`config.mk`:
```
export PLATFORM = sky130hd
export DESIGN_NAME = vend_engine
export DESIGN_NICKNAME = d
export VERILOG_FILES = /design/src/rtl/vend_engine.sv
export SDC_FILE = /design/constraint.sdc
export NUM_CORES = 1
export LEC_CHECK = 0
export CAP_MARGIN = 20
export CELL_PAD_IN_SITES_DETAIL_PLACEMENT = 1
export CELL_PAD_IN_SITES_GLOBAL_PLACEMENT = 2
export CORE_MARGIN = 2
export CORE_UTILIZATION = 34
export CTS_BUF_LIST = sky130_fd_sc_hd__clkbuf_8
export DETAILED_ROUTE_END_ITERATION = 16
export HOLD_SLACK_MARGIN = 0.08
export PLACE_DENSITY_LB_ADDON = 0.1
export RECOVER_POWER = 100
export SLEW_MARGIN = 20
export SYNTH_ARGS = -nofsm -noshare
export SYNTH_HDL_FRONTEND = slang
export SYNTH_SLANG_ARGS = --single-unit
export TNS_END_PERCENT = 10
```
`constraint.sdc`:
```
create_clock -name CLK -period 4.3 [get_ports CLK]
set_input_delay 0.43 -clock CLK [delete_from_list [all_inputs] [get_ports CLK]]
set_output_delay 0.43 -clock CLK [all_outputs]
set_load 0.01 [all_outputs]
```
`src/rtl/vend_engine.sv`:
```
// Vending engine: coin credit, per-kind price table, multi-cup purchase and coin change.
// Define VEND_CHANGE_EN to build the CHANGE state (cancel refunds and change payout).
// state_dbg encoding: 0=IDLE 1=CREDIT 2=COST 3=VEND 4=CHANGE.
// Handshakes: coin_valid/price_we/sel_valid/cancel are one-cycle strobes sampled on the rising
// edge; cup_req and change_valid stay high until the matching cup_ack/change_ack edge.
module vend_engine #(
  parameter int NUM_KINDS  = 4,
  parameter int PRICE_W    = 8,
  parameter int CUPS_W     = 3,
  parameter int CREDIT_MAX = 200
) (
  input  logic                         CLK,
  input  logic                         RST_N,
  input  logic                         coin_valid,
  input  logic [1:0]                   coin_sel,
  input  logic                         price_we,
  input  logic [$clog2(NUM_KINDS)-1:0] price_idx,
  input  logic [PRICE_W-1:0]           price_data,
  input  logic                         sel_valid,
  input  logic [$clog2(NUM_KINDS)-1:0] sel_kind,
  input  logic [CUPS_W-1:0]            sel_cups,
  input  logic                         cancel,
  input  logic                         cup_ack,
  input  logic                         change_ack,
  output logic [PRICE_W-1:0]           credit,
  output logic                         cup_req,
  output logic                         change_valid,
  output logic [1:0]                   change_coin,
  output logic                         coin_reject,
  output logic                         sel_err,
  output logic                         short_funds,
  output logic                         busy,
  output logic                         cfg_ok,
  output logic [2:0]                   state_dbg
);

  localparam int KIND_W = $clog2(NUM_KINDS);
  localparam int COST_W = PRICE_W + CUPS_W;
  localparam logic [KIND_W:0] NK = (KIND_W+1)'(NUM_KINDS);

  typedef enum logic [2:0] {
    S_IDLE   = 3'd0,
    S_CREDIT = 3'd1,
    S_COST   = 3'd2,
    S_VEND   = 3'd3,
    S_CHANGE = 3'd4
  } state_t;

  state_t               state_q, state_d;
  logic [PRICE_W-1:0]   price_tab [NUM_KINDS];
  logic [PRICE_W-1:0]   credit_q;
  logic [COST_W-1:0]    cost_q;
  logic [KIND_W-1:0]    kind_q;
  logic [CUPS_W-1:0]    cups_q;
  logic                 coin_reject_q, sel_err_q, short_funds_q;

  logic [PRICE_W-1:0]   coin_amt;
  logic [PRICE_W:0]     coin_sum;
  logic                 coin_fits;
  logic                 kind_ok, sel_ok;
  logic [PRICE_W-1:0]   sel_price;
  logic [COST_W-1:0]    cost_calc;
  logic                 afford;
  logic                 cancel_go;
  logic                 cancel_take;
  logic                 unused_ok;

  always_comb begin
    coin_amt = '0;
    case (coin_sel)
      2'd0: coin_amt = PRICE_W'(1);
      2'd1: coin_amt = PRICE_W'(2);
      2'd2: coin_amt = PRICE_W'(10);
      2'd3: coin_amt = PRICE_W'(20);
      default: coin_amt = '0;
    endcase
  end

  assign coin_sum  = {1'b0, credit_q} + {1'b0, coin_amt};
  assign coin_fits = coin_sum <= (PRICE_W+1)'(CREDIT_MAX);
  assign kind_ok   = {1'b0, sel_kind} < NK;
  assign sel_price = kind_ok ? price_tab[sel_kind] : '0;
  assign sel_ok    = (sel_cups != '0) && kind_ok && (sel_price != '0);
  // Full-width product so large cup counts can never wrap into an affordable cost.
  assign cost_calc = COST_W'(price_tab[kind_q]) * COST_W'(cups_q);
  assign afford    = COST_W'(credit_q) >= cost_calc;

`ifdef VEND_CHANGE_EN
  logic [PRICE_W-1:0] change_amt;
  logic [1:0]         change_sel;

  always_comb begin
    change_amt = '0;
    change_sel = 2'd0;
    if (credit_q >= PRICE_W'(20)) begin
      change_amt = PRICE_W'(20);
      change_sel = 2'd3;
    end else if (credit_q >= PRICE_W'(10)) begin
      change_amt = PRICE_W'(10);
      change_sel = 2'd2;
    end else if (credit_q >= PRICE_W'(2)) begin
      change_amt = PRICE_W'(2);
      change_sel = 2'd1;
    end else if (credit_q != '0) begin
      change_amt = PRICE_W'(1);
      change_sel = 2'd0;
    end
  end

  assign cancel_go = cancel;
  assign unused_ok = 1'b0;
`else
  assign cancel_go = 1'b0;
  assign unused_ok = &{1'b0, cancel, change_ack};
`endif

  assign cancel_take = cancel_go && (state_q == S_CREDIT || state_q == S_COST);

  // State register
  always_ff @(posedge CLK or negedge RST_N) begin
    if (!RST_N) state_q <= S_IDLE;
    else        state_q <= state_d;
  end

  // Next-state logic
  always_comb begin
    state_d = state_q;
    case (state_q)
      S_IDLE:   if (coin_valid) state_d = S_CREDIT;
      S_CREDIT: begin
        if (cancel_go)                state_d = S_CHANGE;
        else if (sel_valid && sel_ok) state_d = S_COST;
      end
      S_COST: begin
        if (cancel_go)   state_d = S_CHANGE;
        else if (afford) state_d = S_VEND;
        else             state_d = S_CREDIT;
      end
      S_VEND: begin
        if (cup_ack && cups_q == CUPS_W'(1)) begin
`ifdef VEND_CHANGE_EN
          state_d = S_CHANGE;
`else
          state_d = (COST_W'(credit_q) != cost_q) ? S_CREDIT : S_IDLE;
`endif
        end
      end
      S_CHANGE: begin
`ifdef VEND_CHANGE_EN
        if (credit_q == '0)                           state_d = S_IDLE;
        else if (change_ack && credit_q == change_amt) state_d = S_IDLE;
`else
        state_d = S_IDLE;
`endif
      end
      default: state_d = S_IDLE;
    endcase
  end

  // Datapath: credit, price table, purchase latch and status pulses
  always_ff @(posedge CLK or negedge RST_N) begin
    if (!RST_N) begin
      credit_q      <= '0;
      cost_q        <= '0;
      kind_q        <= '0;
      cups_q        <= '0;
      coin_reject_q <= 1'b0;
      sel_err_q     <= 1'b0;
      short_funds_q <= 1'b0;
      for (int i = 0; i < NUM_KINDS; i++) price_tab[i] <= '0;
    end else begin
      coin_reject_q <= 1'b0;
      sel_err_q     <= 1'b0;
      short_funds_q <= 1'b0;
      if (coin_valid) begin
        if ((state_q == S_IDLE || state_q == S_CREDIT) && !cancel_take && coin_fits)
          credit_q <= coin_sum[PRICE_W-1:0];
        else
          coin_reject_q <= 1'b1;
      end
      case (state_q)
        S_IDLE: begin
          if (price_we && ({1'b0, price_idx} < NK)) price_tab[price_idx] <= price_data;
        end
        S_CREDIT: begin
          if (sel_valid && !cancel_take) begin
            if (sel_ok) begin
              kind_q <= sel_kind;
              cups_q <= sel_cups;
            end else begin
              sel_err_q <= 1'b1;
            end
          end
        end
        S_COST: begin
          cost_q <= cost_calc;
          if (!cancel_take && !afford) short_funds_q <= 1'b1;
        end
        S_VEND: begin
          if (cup_ack) begin
            cups_q <= cups_q - CUPS_W'(1);
            if (cups_q == CUPS_W'(1)) credit_q <= credit_q - cost_q[PRICE_W-1:0];
          end
        end
        S_CHANGE: begin
`ifdef VEND_CHANGE_EN
          if (change_ack && credit_q != '0) credit_q <= credit_q - change_amt;
`endif
        end
        default: ;
      endcase
    end
  end

  // Outputs
  always_comb begin
    busy         = (state_q == S_COST) || (state_q == S_VEND) || (state_q == S_CHANGE);
    cup_req      = (state_q == S_VEND);
    change_valid = 1'b0;
    change_coin  = 2'd0;
`ifdef VEND_CHANGE_EN
    if (state_q == S_CHANGE && credit_q != '0) begin
      change_valid = 1'b1;
      change_coin  = change_sel;
    end
`endif
    credit      = credit_q;
    coin_reject = coin_reject_q;
    sel_err     = sel_err_q;
    short_funds = short_funds_q;
    state_dbg   = state_q;
    cfg_ok      = 1'b1;
    for (int i = 0; i < NUM_KINDS; i++)
      if (price_tab[i] == '0) cfg_ok = 1'b0;
  end

endmodule

```
==> results.py <==
metrics = {
    "clocking": {
        "cts_tree": "yes",
        "numCtsBuffers": 9,
        "h-tree-depth": 3,
        "root_buffer": "clkbuf_8",
        "clock-sinks": 61,
        "path_clk_slew_ps": 70,
        "cts.path.max_buffers": 2,
        "clock_latency_ps": 360,
    },
    "drt": {
        "vias_per_cell": 5.112,
        "wl_per_cell_um": 17.60,
        "drtAntennaViolNets": 0,
        "drc": 0,
        "wirelength_um": 11490,
        "drt_pass1_iterations": 4,
        "first_iter_violations": 103,
        "vias": 3338,
    },
    "synthesis": {
        "yosys-top-cells-area": "dfrtp_1, ha_1, mux2_2, mux4_2, fa_1",
        "synth_compound_gate_area_share_pct": 12.93,
        "synth_ff_type": "dfrtp_1",
        "syn_avg_cell_area_um2": 10.06,
        "synth_cells": 432,
        "synth_top_family_by_area": "simple AND/OR/NAND/NOR gates",
        "yosysUniqueCellTypes": 63,
        "synth_top_area_share_pct": 35.13,
        "synth-seq-area-share_pct": 35.13,
        "syn_area_mm2": 0.004345,
        "yosys.area.top_type": "dfrtp_1",
        "synth_xor_area_share_pct": 2.419,
        "synth-edff-count": 0,
        "synth_most_common_cell": "dfrtp_1",
        "synthAdderAreaFrac_pct": 14.17,
        "synth_common_cells": "dfrtp_1, inv_1, nand2_1",
        "yosysWarnings": 0,
        "ys_seq_elements": 61,
        "muxShareOfSynthArea_pct": 14.20,
        "synth-simple-area-share_pct": 15.52,
        "async_flop_share_pct": 100.0,
    },
    "sta": {
        "hold_viol": 0,
        "setup_violations": 0,
        "rsz0062_at_grt": "no",
        "relSlewSlack_pct": 3.704,
        "drv_slew": 0,
        "fin_crit_ps": 4107,
        "tns_ps": 0,
        "finalClockSkew_ps": 12.02,
        "worst_pin_slew_ps": 1426,
        "fmax_mhz": 243.5,
        "layout_worst_path_cycle_share_pct": 95.50,
    },
    "global_route": {
        "antenna_found_initial": 0,
        "grt_pass1_wl_um": 18800,
        "track_usage_pct": 18.34,
        "grt_pass1_vias": 3620,
        "grt_overflow": 0,
        "grt_max_degree": 53,
    },
    "run_status": {
        "status": "complete, no violations",
    },
    "worst_setup_path": {
        "rr_worst_depth": 13,
        "reg2reg_from": "kind_q[0]",
        "worstPathRequired_ps": 4540,
        "crit_fanout": 6,
        "critPathLaunch": "kind_q[0]",
        "cp.arrival_ps": 4340,
        "worstSetupStartpointType": "register",
        "worstSetupPathType": "register to register",
        "crit_path_end_kind": "register",
    },
    "die": {
        "io_pins": 45,
        "die_area_mm2": 0.01370,
        "rows": 41,
        "start_util_pct": 34.57,
        "die_w_um": 117.1,
        "core_mm2": 0.01257,
        "die_h_um": 117.1,
    },
    "run": {
        "cap_violations": 0,
    },
    "placement": {
        "place_hpwl_um": 9127,
        "dp.cells": 632,
        "finalWeightedCongestion": 0.7927,
        "port_buffers": 38,
    },
    "power": {
        "total_power_w": 0.002046,
        "p_leak_nw": 2.436,
        "vdd_drop_max_mv": 0.1322,
        "power_density_mw_per_mm2": 399.5,
    },
    "final_layout": {
        "drive_gt1_share_pct": 16.42,
        "n_fill_cell": 1406,
        "fin_cells": 653,
        "diodes": 0,
        "finish.utilization_pct": 40.75,
        "area_growth_pct": 17.85,
        "fin_nets": 545,
    },
    "min_path": {
        "min_path_type": "register to register",
        "whs_path_depth": 2,
        "hp-start": "cost_q[5]",
    },
}
## power breakdown
group / switching, W / internal, W / total [W]
Clock: 0.000240 / 0.000277 / 0.000517
Combinational: 0.000443 / 0.000374 / 0.000817
Sequential: 0.0000960 / 0.000616 / 0.000712
Total: 0.000779 / 0.00127 / 0.00205
## repair_timing
| action | CTS | global route |
|---|---|---|
| pin swaps | 0 | 2 |
| gates resized for setup | 1 | 4 |
| setup endpoints to repair | 1 | 2 |
| hold endpoints to repair | 9 | 0 |
| hold buffers | 1 | 0 |
| setup buffers | 0 | 5 |
## critical path, cell delays in order, from the launching register on
cell and delay [ps]:
dfrtp_2 420, buf_4 130, mux4_2 520, and2_0 200
fa_1 510, ha_1 170, inv_1 60, fa_1 450
ha_1 220, a2111oi_2 350, o21ai_1 130, maj3_1 360
a21o_1 210, a211o_1 250
## final timing paths
check,slack [ps],to
setup reg to reg,190,state_dbg[1]
max in group asynchronous,1900,kind_q[0]
min in group asynchronous,600,credit[4]
hold reg to reg,480,cost_q[5]
hold / removal,480,cost_q[5]
setup / recovery,190,state_dbg[1]
## metal layers
metal  routed length (µm)  global-route usage [%]
met3                  238                   3.141
met4                  260                   7.608
met1                 5027                   21.74
met5                    0                       0
met2                 5966                   32.87
## registers in the layout (all words and copies together), names as in the netlist
register     count
coin_reject      1
cost_q          11
credit           8
cups_q           3
kind_q           2
price_tab       32
sel_err          1
short_funds      1
state_dbg        2
## per-stage QoR
step / setup WS (ps) / hold WS, ps / cell area (µm²)
after floorplan: 74.16 / 134.4 / 4357
after global placement: 66.34 / 308.4 / 4886
after detailed placement: 9.990 / 313.7 / 4886
after CTS: 73.53 / 464.9 / 5087
after global routing: 1.255 / 510.7 / 5121
final: 193.4 / 480.7 / 5121
## layout by cell type (no fill, tap or decap), drive strengths merged, types with 3 or more instances in the layout
master,count
a21o,5
conb,4
nand2,42
dfrtp,61
nand3,8
o21ai,24
and2,11
dlygate4sd3,17
nor2b,5
inv,43
buf,7
fa,9
clkinv,3
clkbuf,12
nor4,9
clkdlybuf4s50,21
nor2,20
a211oi,6
xnor2,7
or3,5
xor2,5
and3,5
mux4,9
nor3,8
mux2,35
nor3b,4
ha,34
nand2b,5
o21a,4
a221o,4
a21oi,12
## logic make-up after synthesis
group | Yosys count
buffers and inverters | 58
XOR/XNOR | 12
AND/OR/NAND/NOR | 131
adder cells (fa/ha/maj) | 44
other | 1
flip-flops | 61
AO/OA/AOI/OAI | 79
multiplexers | 46
## final cells by class
| cell class | count | area [µm²] | share of cell area (%) |
|---|---|---|---|
| multi-input cells | 316 | 2589 | 50.55 |
| flip-flops and latches | 61 | 1528 | 29.83 |
| repair buffers | 47 | 441.7 | 8.624 |
| well taps | 172 | 215.2 | 4.202 |
| inverters | 42 | 157.7 | 3.078 |
| clock buffers | 10 | 137.6 | 2.688 |
| clock inverters | 5 | 52.55 | 1.026 |
No activity file was read; power rests on OpenSTA's default activity.
